**src/rtl/ppm_decoder_n.sv**
```systemverilog
// 1-of-2^BPS pulse-position-modulation frame decoder with OSR clocks per slot.
// Emits assembled bytes with a strobe, SOF/EOF/abort pulses and a per-frame byte count.
module ppm_decoder_n #(
    parameter int BPS       = 2,
    parameter int OSR       = 16,
    parameter int MAX_BYTES = 256,
    parameter int CNT_W     = 9
) (
    input  logic             clk,
    input  logic             rst,
    input  logic             Din,
    output logic [7:0]       Dout,
    output logic             D_en,
    output logic             F_en,
    output logic             sof_det,
    output logic             eof_det,
    output logic             err,
    output logic [1:0]       err_code,
    output logic [CNT_W-1:0] byte_cnt
);
    localparam int NSLOT = 1 << BPS;
    localparam int SYMS  = 8 / BPS;
    localparam int PH_W  = $clog2(OSR);
    localparam int SYM_W = (SYMS > 1) ? $clog2(SYMS) : 1;

    localparam logic [PH_W-1:0]  PH_ONE    = PH_W'(1);
    localparam logic [PH_W-1:0]  PH_MID    = PH_W'(OSR / 2);
    localparam logic [PH_W-1:0]  PH_LAST   = PH_W'(OSR - 1);
    localparam logic [BPS-1:0]   SLOT_ONE  = BPS'(1);
    localparam logic [BPS-1:0]   SLOT_LAST = BPS'(NSLOT - 1);
    localparam logic [NSLOT-1:0] MASK_ONE  = NSLOT'(1);
    localparam logic [NSLOT-1:0] SOF_MASK  = NSLOT'(3);
    localparam logic [SYM_W-1:0] SYM_ONE   = SYM_W'(1);
    localparam logic [SYM_W-1:0] SYM_LAST  = SYM_W'(SYMS - 1);
    localparam logic [CNT_W-1:0] CNT_ONE   = CNT_W'(1);
    localparam logic [CNT_W-1:0] CNT_MAX   = CNT_W'(MAX_BYTES);

    typedef enum logic [1:0] {HUNT, SOF, DATA} state_t;

    function automatic logic [BPS-1:0] slot_index(input logic [NSLOT-1:0] m);
        logic [BPS-1:0] r;
        r = '0;
        for (int i = 0; i < NSLOT; i++) begin
            if (m[i]) r = BPS'(i);
        end
        return r;
    endfunction

    state_t           state;
    logic             din_p0, ds, ds_q;
    logic [PH_W-1:0]  phase;
    logic [BPS-1:0]   slot;
    logic [NSLOT-1:0] mask;
    logic [7-BPS:0]   acc_q;
    logic [SYM_W-1:0] sym_cnt;

    logic             rise, sym_end, one_hot;
    logic [BPS-1:0]   hot_idx;
    logic [7:0]       byte_nxt;

    always_comb begin
        rise     = ds & ~ds_q;
        sym_end  = (state != HUNT) && (phase == PH_LAST) && (slot == SLOT_LAST);
        one_hot  = (mask != '0) && ((mask & (mask - MASK_ONE)) == '0);
        hot_idx  = slot_index(mask);
        byte_nxt = {acc_q, hot_idx};
    end

    // Stage p0/p1: line synchroniser, then slot sampling and byte assembly
    always_ff @(posedge clk) begin
        din_p0 <= Din;
        ds     <= din_p0;
        ds_q   <= ds;
        if (state == HUNT || sym_end) begin
            mask <= '0;
        end else if (phase == PH_MID) begin
            mask[slot] <= ds;
        end
        if (sym_end && state == SOF) begin
            acc_q <= '0;
        end else if (sym_end && state == DATA && one_hot) begin
            acc_q <= byte_nxt[7-BPS:0];
        end
    end

    // Stage p2: frame control and registered outputs
    always_ff @(posedge clk) begin
        if (rst) begin
            state    <= HUNT;
            phase    <= '0;
            slot     <= '0;
            sym_cnt  <= '0;
            Dout     <= '0;
            D_en     <= 1'b0;
            F_en     <= 1'b0;
            sof_det  <= 1'b0;
            eof_det  <= 1'b0;
            err      <= 1'b0;
            err_code <= 2'd0;
            byte_cnt <= '0;
        end else begin
            D_en    <= 1'b0;
            sof_det <= 1'b0;
            eof_det <= 1'b0;
            err     <= 1'b0;
            if (state == HUNT) begin
                // The rise cycle itself is phase 0 of slot 0
                if (rise) begin
                    phase <= PH_ONE;
                    slot  <= '0;
                    state <= SOF;
                end
            end else begin
                if (phase == PH_LAST) begin
                    phase <= '0;
                    slot  <= slot + SLOT_ONE;
                end else begin
                    phase <= phase + PH_ONE;
                end
                if (sym_end) begin
                    if (state == SOF) begin
                        if (mask == SOF_MASK) begin
                            sof_det  <= 1'b1;
                            F_en     <= 1'b1;
                            byte_cnt <= '0;
                            sym_cnt  <= '0;
                            state    <= DATA;
                        end else begin
                            state <= HUNT;
                        end
                    end else if (mask == '0) begin
                        F_en  <= 1'b0;
                        state <= HUNT;
                        if (sym_cnt != '0) begin
                            err      <= 1'b1;
                            err_code <= 2'd2;
                        end else begin
                            eof_det <= 1'b1;
                        end
                    end else if (!one_hot) begin
                        err      <= 1'b1;
                        err_code <= 2'd1;
                        F_en     <= 1'b0;
                        state    <= HUNT;
                    end else if (sym_cnt == SYM_LAST) begin
                        sym_cnt <= '0;
                        if (byte_cnt == CNT_MAX) begin
                            err      <= 1'b1;
                            err_code <= 2'd3;
                            F_en     <= 1'b0;
                            state    <= HUNT;
                        end else begin
                            Dout     <= byte_nxt;
                            D_en     <= 1'b1;
                            byte_cnt <= byte_cnt + CNT_ONE;
                        end
                    end else begin
                        sym_cnt <= sym_cnt + SYM_ONE;
                    end
                end
            end
        end
    end

endmodule
```
**config.mk**
```make
export PLATFORM = sky130hd
export DESIGN_NAME = ppm_decoder_n
export DESIGN_NICKNAME = d
export VERILOG_FILES = /design/src/rtl/ppm_decoder_n.sv
export SDC_FILE = /design/constraint.sdc
export NUM_CORES = 1
export LEC_CHECK = 0
export CELL_PAD_IN_SITES_DETAIL_PLACEMENT = 1
export CELL_PAD_IN_SITES_GLOBAL_PLACEMENT = 1
export CORE_MARGIN = 2
export CORE_UTILIZATION = 42
export CTS_CLUSTER_SIZE = 14
export DETAILED_ROUTE_END_ITERATION = 6
export HOLD_SLACK_MARGIN = 0.1
export PLACE_DENSITY_LB_ADDON = 0.3
export SYNTH_ARGS = -nofsm -noshare
export SYNTH_HDL_FRONTEND = slang
export SYNTH_SLANG_ARGS = --single-unit
```
**constraint.sdc**
```tcl
create_clock -name clk -period 2.65 [get_ports clk]
set_input_delay 0.53 -clock clk [delete_from_list [all_inputs] [get_ports clk]]
set_output_delay 0.53 -clock clk [all_outputs]
set_load 0.05 [all_outputs]
```
# Yosys cells after proc, flatten, opt, wreduce, memory -nomap -nowiden
# Index checks and enable logic that the tools add are counted.
[totals]
reg_bits = 47
input_bits = 3
out_inout_bits = 24
elab_cells = 133
[op_classes]
addsub = 5
n_lt_le_gt_ge = 2
eq_ne = 19
n_mux = 51
bitwise_logic = 10
n_reduce_logical = 29
[ops]
columns = ["operator", "count"]
rows = [
  ["9-bit two-way mux", 6],
  ["2-bit two-way mux", 24],
  ["1-bit two-way mux", 16],
  ["7-bit AND reduction", 2],
  ["4-bit two-way mux", 3],
  ["2-bit nonzero test", 6],
  ["5-bit by 1-bit inequality test with 1-bit output, second input constant", 2],
  ["5-bit AND reduction", 2],
  ["9-bit by 1-bit adder with 9-bit output, second input constant", 1],
  ["9-bit equality test, second input constant", 1],
  ["4-bit equality test, second input constant", 2],
  ["4-bit logical NOT", 2],
  ["4-bit by 1-bit inequality test with 1-bit output, second input constant", 2],
  ["1-bit NOT", 8],
  ["4-bit OR reduction", 2],
  ["1-bit logical AND", 7],
  ["7-bit OR reduction", 1],
  ["2-bit equality test, second input constant", 3],
  ["2-bit inequality test, second input constant", 3],
  ["3-bit by 1-bit inequality test with 1-bit output, second input constant", 2],
  ["6-bit AND reduction", 1],
  ["5-bit OR reduction", 1],
  ["2-bit by 1-bit adder with 2-bit output, second input constant", 2],
  ["4-bit by 1-bit adder with 4-bit output, second input constant", 1],
  ["other kinds (15)", 16],
]

# Depth between registers and ports, before layout
[depth]
ltp_word = 9
ltp_mapped = 8
depth_no_buf = 7

# Worst setup path after synthesis
# No wires, ideal clock.
[synth_path]
kind = "flip-flop to flip-flop"
startpoint = "register byte_cnt[0]"
endpoint = "register Dout[6]"
setup_ns = 0.128
arrival_time_ns = 1.981
required_time_ns = 2.522
setup_slack_ns = 0.541
path_stages_with_launch = 9
path_buffers = 1
synth_period_minus_slack_ns = 2.109
path_cell_list = "dfxtp_1 inv_1 ha_1 nand2_1 o41ai_4 nor3_4 buf_6 mux2i_1 nor2_1"
[synth_between]
elab_chain_cells = 3
[synth_rtl]
columns = ["item", "line", "rtl"]
rows = [
  ["from (decl)", "19", "output logic [CNT_W-1:0] byte_cnt"],
  ["from (signal assigned)", "155", "byte_cnt <= byte_cnt + CNT_ONE;"],
  ["9-bit equality test", "147", "if (byte_cnt == CNT_MAX) begin"],
  ["1-bit NOT (no line)", "--", ""],
  ["7-bit AND reduction (no line)", "--", ""],
  ["to (signal assigned)", "153", "Dout <= byte_nxt;"],
  ["to (decl)", "12", "output logic [7:0] Dout,"],
]
# Every way passes these cells.
# A chain may end at the register's enable or synchronous reset.

# Worst setup path in the final report
[layout_path]
startpoint = "register mask[1]"
endpoint = "register err_code[0]"
[layout_between]
elab_chain_cells = 6
word_cells_on_any_way = 12
classes_between = "add/sub (1); eq/ne (3); mux (2); bitwise (1); reduce/logical (5)"
[layout_rtl]
columns = ["item", "line", "rtl"]
rows = [
  ["from (decl)", "53", "logic [NSLOT-1:0] mask;"],
  ["from (signal, indexed assignment)", "77", "mask[slot] <= ds;"],
  ["4-bit by 1-bit subtractor with 4-bit output", "64", "one_hot = (mask != '0) && ((mask & (mask - MASK_ONE)) == '0);"],
  ["4-bit bitwise AND", "64", ""],
  ["4-bit logical NOT", "64", ""],
  ["1-bit logical AND", "64", ""],
  ["3-bit by 1-bit inequality test with 1-bit output (no line) / 2-bit two-way mux (equally long branches)", "--", ""],
  ["6-bit AND reduction (no line) / 2-bit two-way mux (equally long branches)", "--", ""],
  ["to (signal assigned)", "99", "err_code <= 2'd0;"],
  ["to (signal assigned)", "136", "err_code <= 2'd2;"],
  ["to (signal assigned)", "142", "err_code <= 2'd1;"],
  ["to (decl)", "18", "output logic [1:0] err_code,"],
]
# Parallel ways exist; a longest one is shown, timed or not.

==> impl_metrics.yaml <==
layout:
  antenna_fix_cells: 0
  num-nets-final: 275
  final_cell_area_um2: 2603
  final_layout_size_suffix_gt1_share_pct: 9.506
  syn_to_final_growth_pct: 20.86
clock_network:
  tritoncts: "yes"
  number_of_h_tree_branching_levels: 2
  number_of_cts_inserted_buffers: 5
  cts_sink_cnt: 47
  cts_buffer_depth: 2
  post_cts.repair.setup_buffers: 0
  clk_transition_reported_paths_ns: 0.09
  clock_root_buffer: "clkbuf_8"
  clk-insertion-delay-late_ns: 0.31
  hold_buffers: 0
  post_cts_resized: 0
power:
  switchingPower_mw: 0.2951
  power.switching_fraction_pct: 21.09
  cellInternalPower_mw: 1.104
  seqPwrFrac_pct: 51.6
  final_power_mw: 1.399
  static-leakage-power_nw: 0.8865
  irDropWorstVdd_mv: 0.2361
  clockPowerShare_pct: 45.2
  power.combinational.fraction_pct: 3.3
  power-per-cell-area_nw_per_um2: 537.7
worst_setup_path:
  endpoint_of_the_worst_register_to_register_path: "err_code[0]"
  worstSetupEndpointType: "register"
  critPathArrivalTime_ns: 2.58
  timing.reg2reg.worst_path_depth: 5
  r2r_slack_ns: 0.23
  worst-path-max-fanout: 11
  crit_required_ns: 2.81
  crit_type: "reg -> reg"
  crit_path_start_kind: "register"
  timing.rr.start: "mask[1]"
detailed_routing:
  drt_first_iter_violations: 43
  drcViolationCount: 0
  route.detailed.vias_per_inst: 5.258
  postRouteWirelength_um: 4900
  routedWlPerCell_um: 14.71
  route.antenna.remaining_nets: 0
  drtPass1Iterations: 4
  route.vias.total: 1751
synthesis:
  top_cells_by_area_in_the_synthesized_netlist: "dfxtp_1, ha_1, nor2_1"
  gate_count_post_synth: 237
  yosysWarnings: 0
  most_common_library_cells_after_synthesis: "dfxtp_1, nor2_1, nand2_1, a21oi_1, nand3_1"
  synth.top_cell.area_share_pct: 43.70
  post-synth-top-area-cell: "dfxtp_1"
  synth_enable_flop_cells: 0
  synth_area_um2: 2153
  yosysUniqueCellTypes: 45
  yosys_register_bits: 47
  synth_most_common_cell: "dfxtp_1"
  synth-async-reset-ratio_pct: 0
  postSynthAreaPerCell_um2: 9.086
  syn-num-nets: 250
  synth_seq_area_share_pct: 43.70
  synth_top_flop_cell: "dfxtp_1"
die:
  die_width_um: 75.60
  initial_utilization_pct: 42.70
  boundaryPins: 27
  row_count: 26
  floorplan.core_area_um2: 5042
  die_height_um: 75.60
  die_area_um2: 5715
min_path:
  hp-class: "reg -> reg"
  hold_path_startpoint: "din_p0"
  worst_hold_path.num_cells: 0
  whs_endpoint: "ds"
global_route:
  largest_net_degree_at_the_start_of_global_routing: 22
  first_global_vias: 1617
  number_of_antenna_violations_at_the_first_check_in_global_routing: 0
  grt_overflow: 0
  wire_length_of_the_first_global_routing_pass_um: 7817
  globalRouteTotalUtil_pct: 18.27
sta:
  final_period_minus_worst_setup_slack_ns: 2.415
  rsz0062_at_grt: "false"
  slew_hr_pct: 38.25
  worst_pin_slew_ns: 0.9246
  timing.final.setup_violations: 0
  timing_hold_violations_final: 0
  skew_ns: 0.01277
  setup-tns-final_ns: 0
  fin_crit_sh_pct: 91.14
  slew_viol_final: 0
  maxClockFrequency_ghz: 0.4140
status:
  outcome: "completed"
placed_design:
  place.detailed.hpwl_um: 3543
  placed_area_um2: 2466
  replace_congestion: 0.7582
  port_buffers: 26
job:
  max-cap-violations: 0
## routing by layer
layer | track usage (%) | part of all wire (%) | vias to the layer above
met5 | 0 | 0 | -
met3 | 4.101 | 2.7 | 8
met4 | 7.018 | 1.6 | 0
met1 | 22.73 | 47 | 841
li1 | - | - | 877
met2 | 30.82 | 49 | 25
## worst max-delay path: stages (launching register included)
cell and delay (ns):
dfxtp_1 0.52, xor2_1 0.13, a211oi_2 0.77, a21oi_1 0.25
nor3b_1 0.41, o32ai_1 0.18
## per-stage QoR
step                      setup slack (ns)  hold slack [ns]  utilization (%)  std cells
after CTS                           0.2401           0.3362            51.61        333
after global routing               0.01255           0.3471            51.61        333
final                               0.2347           0.3354            51.61        333
after detailed placement            0.2687           0.3150            48.91        325
after floorplan                     0.5414           0.3096                -        237
after global placement              0.3975           0.3105            48.91        325
## flip-flops by register name, indices dropped and copies added (netlist names), 2 cells and up
register	count
byte_cnt	9
Dout	8
acc_q	6
mask	4
phase	4
err_code	2
slot	2
state	2
sym_cnt	2
## cell usage in the layout, fill, tap and decap left out, types with 2 or more instances in the layout
cell             count
a211oi_1             2
a211oi_2             3
a21oi_1             15
and2_1               2
buf_4                3
bufinv_16            2
clkbuf_8             5
clkdlybuf4s50_1     26
dfxtp_1             47
ha_1                10
inv_1               10
mux2i_1             10
nand2_1             20
nand3_1             13
nand4_1              3
nor2_1              33
nor3_1               5
nor3_4               2
nor3b_1              2
nor4_1               5
nor4b_1              4
o21ai_0              8
o31ai_1              3
o31ai_2              2
xnor2_1              7
## power by group through the flow
stage	sequential (mW)	clock (mW)	combinational [mW]
finish	0.722	0.632	0.0458
global placement	0.738	0	0.0458
detailed placement	0.738	0	0.0466
CTS	0.722	0.648	0.0468
floorplan	0.733	0	0.0350
global route	0.723	0.677	0.0525
## layout make-up
cell class / instances / area, µm²
clock buffer: 5 / 68.82
clock inverter: 3 / 67.56
fill: 596 / 2440
inverter: 10 / 37.54
multi-input combinational: 169 / 1117
sequential: 47 / 940.9
tap: 70 / 87.58
timing repair buffer: 29 / 282.8
## worst max path at each step
stage	slack, ns	from	end	cells past startpoint
2_1_floorplan	0.54	byte_cnt[0]	Dout[6]	8
4_1_cts	0.24	mask[1]	err_code[0]	5
6_report	0.23	mask[1]	err_code[0]	5
3_5_place_dp	0.27	mask[1]	err_code[0]	5
3_3_place_gp	0.40	mask[1]	err_code[1]	5
5_1_grt	0.01	mask[1]	err_code[0]	5
## cells by family after synthesis
family / synth area share [%]
xor+xnor: 3.254
fa+ha+maj: 6.275
mux: 4.649
buf+inv: 4.416
simple gates: 24.11
flops: 43.70
compound gates: 13.60
Power figures use the tool's default switching activity.
